**config.mk**
```make
export PLATFORM = sky130hd
export DESIGN_NAME = vc_fwd_event_logger
export DESIGN_NICKNAME = d
export VERILOG_FILES = /design/src/rtl/vc_fwd_event_logger_pkg.sv /design/src/rtl/vc_fwd_event_fifo.sv /design/src/rtl/vc_fwd_event_logger.sv
export SDC_FILE = /design/constraint.sdc
export NUM_CORES = 1
export LEC_CHECK = 0
export BUFFER_PORTS_ARGS = -buffer_cell sky130_fd_sc_hd__buf_2
export CORE_UTILIZATION = 51
export DETAILED_ROUTE_END_ITERATION = 7
export GPL_TIMING_DRIVEN = 0
export PLACE_DENSITY_LB_ADDON = 0.15
export SLEW_MARGIN = 20
export SYNTH_ARGS = -nofsm -noshare
export SYNTH_HDL_FRONTEND = slang
export SYNTH_HIERARCHICAL = 1
export SYNTH_SLANG_ARGS = --single-unit
```
**constraint.sdc**
```tcl
create_clock -name clk_i -period 10 [get_ports clk_i]
set_clock_uncertainty 0.2 [all_clocks]
set_input_delay 3 -clock clk_i [delete_from_list [all_inputs] [get_ports clk_i]]
set_output_delay 3 -clock clk_i [all_outputs]
set_load 0.1 [all_outputs]
```
**src/rtl/vc_fwd_event_logger_pkg.sv**
```systemverilog
// vc_fwd_event_logger_pkg: link/record layout macros, shared widths and the tile-window compare helper

// Simplified manycore fwd packet: dst_x in the LSBs, addr in the MSBs
`define DECLARE_VC_LINK_PACKET_S(a,d,x,y) \
    typedef struct packed { \
        logic [(a)-1:0] addr; \
        logic [(d)-1:0] data; \
        logic [(y)-1:0] src_y; \
        logic [(x)-1:0] src_x; \
        logic [(y)-1:0] dst_y; \
        logic [(x)-1:0] dst_x; \
    } vc_link_packet_s

`define VC_LINK_PACKET_WIDTH(a,d,x,y) ((a)+(d)+2*(x)+2*(y))

// Fwd channel of one link direction: valid, packet, ready travelling the other way
`define DECLARE_VC_LINK_SIF_S(a,d,x,y) \
    typedef struct packed { \
        logic fwd_v; \
        vc_link_packet_s fwd_data; \
        logic fwd_ready_and_rev; \
    } vc_link_sif_s

`define VC_LINK_SIF_WIDTH(a,d,x,y) (`VC_LINK_PACKET_WIDTH(a,d,x,y)+2)

// Trace record, timestamp in the MSBs
`define DECLARE_VC_FWD_EVENT_S(x,y) \
    typedef struct packed { \
        logic [31:0] ctr; \
        logic [(x)-1:0] src_x; \
        logic [(y)-1:0] src_y; \
        logic [(x)-1:0] dst_x; \
        logic [(y)-1:0] dst_y; \
    } vc_fwd_event_s

`define VC_FWD_EVENT_WIDTH(x,y) (32+2*(x)+2*(y))

package vc_fwd_event_logger_pkg;

    localparam int ctr_width_gp = 32;

    // True when v lies in [lo, 2*lo); upper bound is strict
    function automatic logic in_window(input logic [31:0] v, input logic [31:0] lo);
        return (v >= lo) && (v < (lo << 1));
    endfunction

endpackage

```
**src/rtl/vc_fwd_event_fifo.sv**
```systemverilog
// vc_fwd_event_fifo: 1r1w record FIFO, extra pointer MSB separates full from empty

module vc_fwd_event_fifo #(
    parameter int width_p = 8,
    parameter int els_p   = 8,
    localparam int lg_lp  = $clog2(els_p),
    localparam int ptr_lp = lg_lp + 1
) (
    input  logic               clk_i,
    input  logic               reset_n_i,
    input  logic               v_i,
    output logic               ready_o,
    input  logic [width_p-1:0] data_i,
    output logic               v_o,
    output logic [width_p-1:0] data_o,
    input  logic               yumi_i
);

    logic [width_p-1:0] mem_q [els_p];
    logic [ptr_lp-1:0]  rd_ptr_q, rd_ptr_d, wr_ptr_q, wr_ptr_d;
    logic               empty, full, enq, deq;

    assign empty   = rd_ptr_q == wr_ptr_q;
    assign full    = (rd_ptr_q[lg_lp] != wr_ptr_q[lg_lp]) && (rd_ptr_q[lg_lp-1:0] == wr_ptr_q[lg_lp-1:0]);
    assign deq     = yumi_i & ~empty;
    // A same-cycle pop frees the slot the push lands in, so full does not block it
    assign ready_o = ~full | deq;
    assign enq     = v_i & ready_o;
    assign v_o     = ~empty;
    assign data_o  = mem_q[rd_ptr_q[lg_lp-1:0]];

    // Pointer advance, wraps naturally modulo 2*els_p
    always_comb begin
        rd_ptr_d = rd_ptr_q + ptr_lp'(deq);
        wr_ptr_d = wr_ptr_q + ptr_lp'(enq);
    end

    // Pointer registers
    always_ff @(posedge clk_i or negedge reset_n_i) begin
        if (!reset_n_i) begin
            rd_ptr_q <= '0;
            wr_ptr_q <= '0;
        end else begin
            rd_ptr_q <= rd_ptr_d;
            wr_ptr_q <= wr_ptr_d;
        end
    end

    // Storage, deliberately unreset
    always_ff @(posedge clk_i) begin
        if (enq) mem_q[wr_ptr_q[lg_lp-1:0]] <= data_i;
    end

    yumi_when_empty: assert property (@(posedge clk_i) disable iff (!reset_n_i) !(yumi_i && empty));

endmodule

```
**src/rtl/vc_fwd_event_logger.sv**
```systemverilog
// vc_fwd_event_logger: timestamps fwd acceptances from a tile window into a drainable trace FIFO

module vc_fwd_event_logger
    import vc_fwd_event_logger_pkg::*;
#(
    parameter int link_addr_width_p = 16,
    parameter int data_width_p      = 32,
    parameter int x_cord_width_p    = 4,
    parameter int y_cord_width_p    = 5,
    parameter int num_tiles_x_p     = 4,
    parameter int num_tiles_y_p     = 4,
    parameter int els_p             = 8,
    parameter int drop_ctr_width_p  = 16,
    localparam int link_sif_width_lp = `VC_LINK_SIF_WIDTH(link_addr_width_p, data_width_p, x_cord_width_p, y_cord_width_p),
    localparam int rec_width_lp      = `VC_FWD_EVENT_WIDTH(x_cord_width_p, y_cord_width_p)
) (
    input  logic                         clk_i,
    input  logic                         reset_n_i,
    input  logic [link_sif_width_lp-1:0] link_sif_i,
    input  logic [link_sif_width_lp-1:0] link_sif_o,
    input  logic [ctr_width_gp-1:0]      global_ctr_i,
    input  logic                         en_i,
    input  logic                         clear_i,
    output logic                         v_o,
    output logic [rec_width_lp-1:0]      data_o,
    input  logic                         yumi_i,
    output logic [drop_ctr_width_p-1:0]  drop_count_o,
    output logic                         overflow_o
);

    `DECLARE_VC_LINK_PACKET_S(link_addr_width_p, data_width_p, x_cord_width_p, y_cord_width_p);
    `DECLARE_VC_LINK_SIF_S(link_addr_width_p, data_width_p, x_cord_width_p, y_cord_width_p);
    `DECLARE_VC_FWD_EVENT_S(x_cord_width_p, y_cord_width_p);

    vc_link_sif_s               link_in, link_out;
    vc_link_packet_s            fwd_pkt;
    vc_fwd_event_s              rec;
    logic                       capture, fifo_ready, drop;
    logic [drop_ctr_width_p-1:0] drop_count_q, drop_count_d;
    logic                       overflow_q, overflow_d;
    logic                       unused_link;

    assign link_in  = link_sif_i;
    assign link_out = link_sif_o;
    assign fwd_pkt  = link_in.fwd_data;

    // The logger only snoops: request side from the inbound link, handshake from the vcache's ready
    assign unused_link = ^{link_in.fwd_ready_and_rev, link_out.fwd_v, link_out.fwd_data, fwd_pkt.addr, fwd_pkt.data};

    // Capture on an accepted fwd packet whose source sits inside the window
    always_comb begin
        capture   = en_i & link_in.fwd_v & link_out.fwd_ready_and_rev
                  & in_window(32'(fwd_pkt.src_x), 32'(num_tiles_x_p))
                  & in_window(32'(fwd_pkt.src_y), 32'(num_tiles_y_p));
        rec.ctr   = global_ctr_i;
        rec.src_x = fwd_pkt.src_x;
        rec.src_y = fwd_pkt.src_y;
        rec.dst_x = fwd_pkt.dst_x;
        rec.dst_y = fwd_pkt.dst_y;
    end

    vc_fwd_event_fifo #(
        .width_p (rec_width_lp),
        .els_p   (els_p)
    ) fifo (
        .clk_i     (clk_i),
        .reset_n_i (reset_n_i),
        .v_i       (capture),
        .ready_o   (fifo_ready),
        .data_i    (rec),
        .v_o       (v_o),
        .data_o    (data_o),
        .yumi_i    (yumi_i)
    );

    assign drop = capture & ~fifo_ready;

    // Saturating drop count and sticky flag; a same-cycle drop survives a clear
    always_comb begin
        drop_count_d = clear_i ? drop_ctr_width_p'(drop)
                     : (drop && !(&drop_count_q)) ? drop_count_q + 1'b1 : drop_count_q;
        overflow_d   = drop | (overflow_q & ~clear_i);
    end

    // Drop statistics registers
    always_ff @(posedge clk_i or negedge reset_n_i) begin
        if (!reset_n_i) begin
            drop_count_q <= '0;
            overflow_q   <= 1'b0;
        end else begin
            drop_count_q <= drop_count_d;
            overflow_q   <= overflow_d;
        end
    end

    assign drop_count_o = drop_count_q;
    assign overflow_o   = overflow_q;

endmodule

```
* Yosys cells after proc, flatten, opt, wreduce, memory -nomap -nowiden
Memories as Yosys holds them, arrays and structs flattened. Cells that the tools add are included.
Word-level totals: logic and storage cells 40, flip-flop bits (word level) 25, memories kept 1, memory bits (writable) 400
Memory list:
- fifo.mem_q | words 8, bits a word 50, rd ports 1, clocked after memory_dff 0, write ports 1, line vc_fwd_event_fifo.sv:19 | logic [width_p-1:0] mem_q [els_p];
Cells by class: equal/unequal tests 3, add/subtract/negate cells 3, magnitude comparators 4, bitwise logic cells 14, mux-type cells 4, reductions and logical operators 7
Operators with widths (count):
- $mux W16 | 2
- $add A16 B1 Y16 const B | 1
- $reduce_and A16 Y1 | 1
- $add A4 B1 Y4 | 2
- $and A1 B1 Y1 | 8
- $ge A5 B3 Y1 const B | 1
- $lt A5 B4 Y1 const B | 1
- $eq A4 B4 Y1 | 1
- $ge A4 B3 Y1 const B | 1
- $logic_and A1 B1 Y1 | 4
- $lt A4 B4 Y1 const B | 1
- $not A1 Y1 | 4
- $eq A3 B3 Y1 | 1
- $mux W1 | 2
- $or A1 B1 Y1 | 2
- $reduce_bool A2 Y1 | 1
- $logic_not A1 Y1 | 1
- $ne A1 B1 Y1 | 1

* Longest topological paths before layout
depth in word-level cells 9, depth in mapped cells 10

* Cells and area by module
Netlist, hierarchy kept.
By module, submodules not included:
- vc_fwd_event_fifo | area an instance 15473.6 um^2, times used 1, sequential area each 12211.7 um^2, cells each 623
- vc_fwd_event_logger | area an instance 1034.7 um^2, times used 1, sequential area each 425.4 um^2, cells each 110

* Least setup slack after synthesis
OpenSTA, ideal clock, no wires.
path kind input-to-reg, start in link_sif_i[18], end mem fifo/mem_q[4][0] (netlist name) (enable), arrival 11.397 ns, path slack -2.323 ns, stages 4, path through nand4bb_4 -> nor2_1 -> nand2_1 -> a2111oi_0
On the way: cells in the longest elaborated chain, start to end 6
Ends and longest elaborated chain:
- from (decl) | line vc_fwd_event_logger.sv:19 | input logic [link_sif_width_lp-1:0] link_sif_i,
- $ge A5 B3 Y1 or $lt A5 B4 Y1 (tied branches) | line vc_fwd_event_logger_pkg.sv:44 | return (v >= lo) && (v < (lo << 1));
- $logic_and A1 B1 Y1 * | line vc_fwd_event_logger_pkg.sv:44
- $and A1 B1 Y1 * | line vc_fwd_event_logger.sv:54 | & in_window(32'(fwd_pkt.src_y), 32'(num_tiles_y_p));
- named net capture | line vc_fwd_event_logger.sv:38 | logic capture, fifo_ready, drop;
- $and A1 B1 Y1 * | line vc_fwd_event_fifo.sv:28 | assign enq = v_i & ready_o;
- $mux W1 * | line vc_fwd_event_fifo.sv:51 | if (enq) mem_q[wr_ptr_q[lg_lp-1:0]] <= data_i;
- $mux W1 (implied by the code) * | line vc_fwd_event_fifo.sv:51
- to (decl) | line vc_fwd_event_fifo.sv:19
The timed path passes the listed nets; every way through them passes the cells marked *.

* Final worst setup path
start reg fifo.rd_ptr_q[2], end out data_o[49]
On the way: cells in the longest elaborated chain, start to end 1
Ends and longest elaborated chain:
- from (decl) | line vc_fwd_event_fifo.sv:20 | logic [ptr_lp-1:0] rd_ptr_q, rd_ptr_d, wr_ptr_q, wr_ptr_d;
- from (signal assigned) | line vc_fwd_event_fifo.sv:44 | rd_ptr_q <= rd_ptr_d;
- $mem_v2 Z8 W50
- to (decl) | line vc_fwd_event_logger.sv:25 | output logic [rec_width_lp-1:0] data_o,
Every way passes these cells.

==> impl_metrics.toml <==
[clock_network]
htree_num_levels = 2
path_clk_slew_ns = 0.05
post_cts_buffers = 0
cts-root-buf = "clkbuf_16"
numCtsBuffers = 43
clockBufferDepth = 3
hold_buffers = 0
cts_resized = 0
cts_tree = "done"
cts_sinks = 425
clkLatencyLatePin_ns = 0.53

[worst_setup_path]
critPathRequiredTime_ns = 6.80
crit_top_cell = "buf_2"
crit_family = "buffers and inverters"
critPathMaxFanout = 10
start_kind = "flop"
crit_path_end_kind = "output port"
crit_buf_inv = 3
crit_type = "flop to output port"
cp_slowest_stage_delay_ns = 0.49
cp_cell_sequence = "clkbuf_1 > buf_2 > mux4_2 > mux2_2 > buf_2"
arrival_ns = 2.88
reg2reg_setup_slack_ns = 6.27
slowest_stage = "clkbuf_1"

[logic_synthesis]
postSynth.asyncResetShare_pct = 5.88
synth.top_cell.area_share_pct = 72.8
ys_dominant_reg_cell = "edfxtp_1"
ys_seq_elements = 425
yosys-top-cells-count = "edfxtp_1, mux4_2, mux2_2, dfrtp_1, buf_2"
ys_seq_area_share_pct = 76.5
synth_edf_count = 400
syn_inst = 733
avgSynthCellArea_um2 = 22.5
synth.most_common_cell = "edfxtp_1"
ys_types = 37
synthTopCellsByArea = "edfxtp_1, mux4_2, dfrtp_1"
yosysWarnings = 6
synth_nets = 911
synthesis.area_um2 = 16500
synth_area_leader_cell = "edfxtp_1"

[die]
rows = 65
dieArea_um2 = 33100
num_io_pins = 241
die_w_um = 182
chipHeight_um = 182
start_util_pct = 52.0
core_region_area_um2 = 31700

[sta]
tightest_slew_ns = 0.894
slew_headroom_pct = 40.3
timing.fmax_mhz = 165
slew_violations = 0
setup_ws_ns = 3.92
finalCritPeriodShare_pct = 60.8
hold_violations = 0
post-route-min-period_ns = 6.08
worst_hold_slack_ns = 0.304
rsz0062_at_grt = "false"
setup_viol = 0

[placed_design]
port_buffers = 124
dpl.hpwl_um = 22800
pre_cts_slack_ns = 3.66
gp_congestion = 0.871
post_dp_cell_area_um2 = 18300
dp.cells = 1314

[global_routing]
track_usage_pct = 21.5
grt_max_degree = 26
overflow = 0
antenna_found_initial = 4
grt_pass1_vias = 8587
grt_pass1_wl_um = 51900

[detailed_routing]
antenna_left = 0
wl_per_cell_um = 24.5
drc = 0
via_per_inst = 5.78
dr.first_iter.drc_count = 662
wirelength_um = 34200
dr.pass1.iters = 4
vias = 8053

[hold_path]
min_path_type = "flop to flop"

[flow_run]
drv_cap = 0

[final_layout]
fin_area_um2 = 19600
synthToLayoutAreaGrowth_pct = 18.8
drive_above_1_share_pct = 43.1
finalNonFillerCells = 1394
nets = 1135

[power]
report.power.total_w = 0.00583
vdd_drop_max_mv = 0.230
leakagePower_nw = 6.64
powerDensity_nw_per_um2 = 297

[outcome]
status = "finished clean"
logic make-up after synthesis:
kind of cell               after synthesis  synth area share, %
AOI/OAI and AO/OA                       33                 1.26
xor gates and xnor gates                 8                0.424
adders and majority gates                5                0.379
buffers and inverters                   38                 1.40
DFF                                    425                 76.5
muxes                                  155                 17.4
and+or+nand+nor                         69                 2.59
worst paths after layout:
| check | startpoint | endpoint | cells after the start |
|---|---|---|---|
| setup / recovery | fifo/rd_ptr_q[2] | data_o[49] | 5 |
| hold / removal | fifo/wr_ptr_q[3] | fifo/wr_ptr_q[3] | 1 |
| setup reg to reg | fifo/rd_ptr_q[0] | drop_count_o[14] | 9 |
| hold reg to reg | fifo/wr_ptr_q[3] | fifo/wr_ptr_q[3] | 1 |
| max in group asynchronous | reset_n_i | fifo/rd_ptr_q[2] | 1 |
| min in group asynchronous | reset_n_i | drop_count_o[15] | 1 |
area by class of cell:
type,count,area (um2)
Clock inverter,25,140
Antenna cell,1,2.50
Tap cell,402,503
Fill cell,2244,12100
Timing Repair Buffer,179,1210
Clock buffer,54,1160
Buffer,35,220
Sequential cell,425,12600
Inverter,3,11.3
Multi-Input combinational cell,270,3730
power breakdown:
| part | total, W | switching (W) | internal (W) |
|---|---|---|---|
| Combinational | 0.00239 | 0.00173 | 0.000656 |
| Sequential | 0.00197 | 0.0000129 | 0.00195 |
| Clock | 0.00147 | 0.000628 | 0.000846 |
| Total | 0.00583 | 0.00237 | 0.00346 |
worst reg2reg max path, cell delays in order (launching register included):
cell and delay, ns:
dfrtp_1 0.35, clkbuf_1 0.38, xor2_1 0.12, nor3_1 0.40
buf_2 0.42, nand2_1 0.15, or3_1 0.48, clkbuf_1 0.26
nor4_1 0.48, mux2_2 0.38
layout by cell type (no fill, tap or decap), types with 5 or more instances in the layout:
master     Yosys  final
buf_4          1      6
buf_16         0      5
nor2_1         8      7
clkinv_1       0     13
a21oi_1       12     10
dfrtp_1       25     25
buf_6          9     21
mux4_2       100    100
ha_1           5      5
nor2b_1        5      5
o21ai_0        5      5
clkbuf_16      0     45
nand3_1       11     11
edfxtp_1     400    400
o31ai_1        7      7
buf_8          0     11
buf_2         14    160
or4_1          8      8
nand2_1        8      8
clkinv_2       0      9
nand4_1        6      6
mux2_2        55     55
xor2_1         5      5
clkbuf_1      11     20
per-stage QoR:
stage,utilization [%],TNS [ns]
2_1_floorplan,-,-232.35
3_3_place_gp,55.6,-1651.76
3_5_place_dp,57.7,0
4_1_cts,61.8,0
5_1_grt,61.8,0
6_report,61.8,0
state kept, by name (all words and copies together) (netlist names):
register / flops
drop_count_o: 16
fifo/mem_q: 400
fifo/rd_ptr_q: 4
fifo/wr_ptr_q: 4
overflow_o: 1
layer usage:
| layer | up-vias | track usage, % | share of wire, % |
|---|---|---|---|
| li1 | 3561 | - | - |
| met1 | 4188 | 29.3 | 42 |
| met2 | 243 | 36.3 | 51 |
| met3 | 55 | 4.01 | 6.0 |
| met4 | 6 | 4.77 | 1.6 |
| met5 | - | 0 | 0.12 |
(Power assumes the default switching activity.)
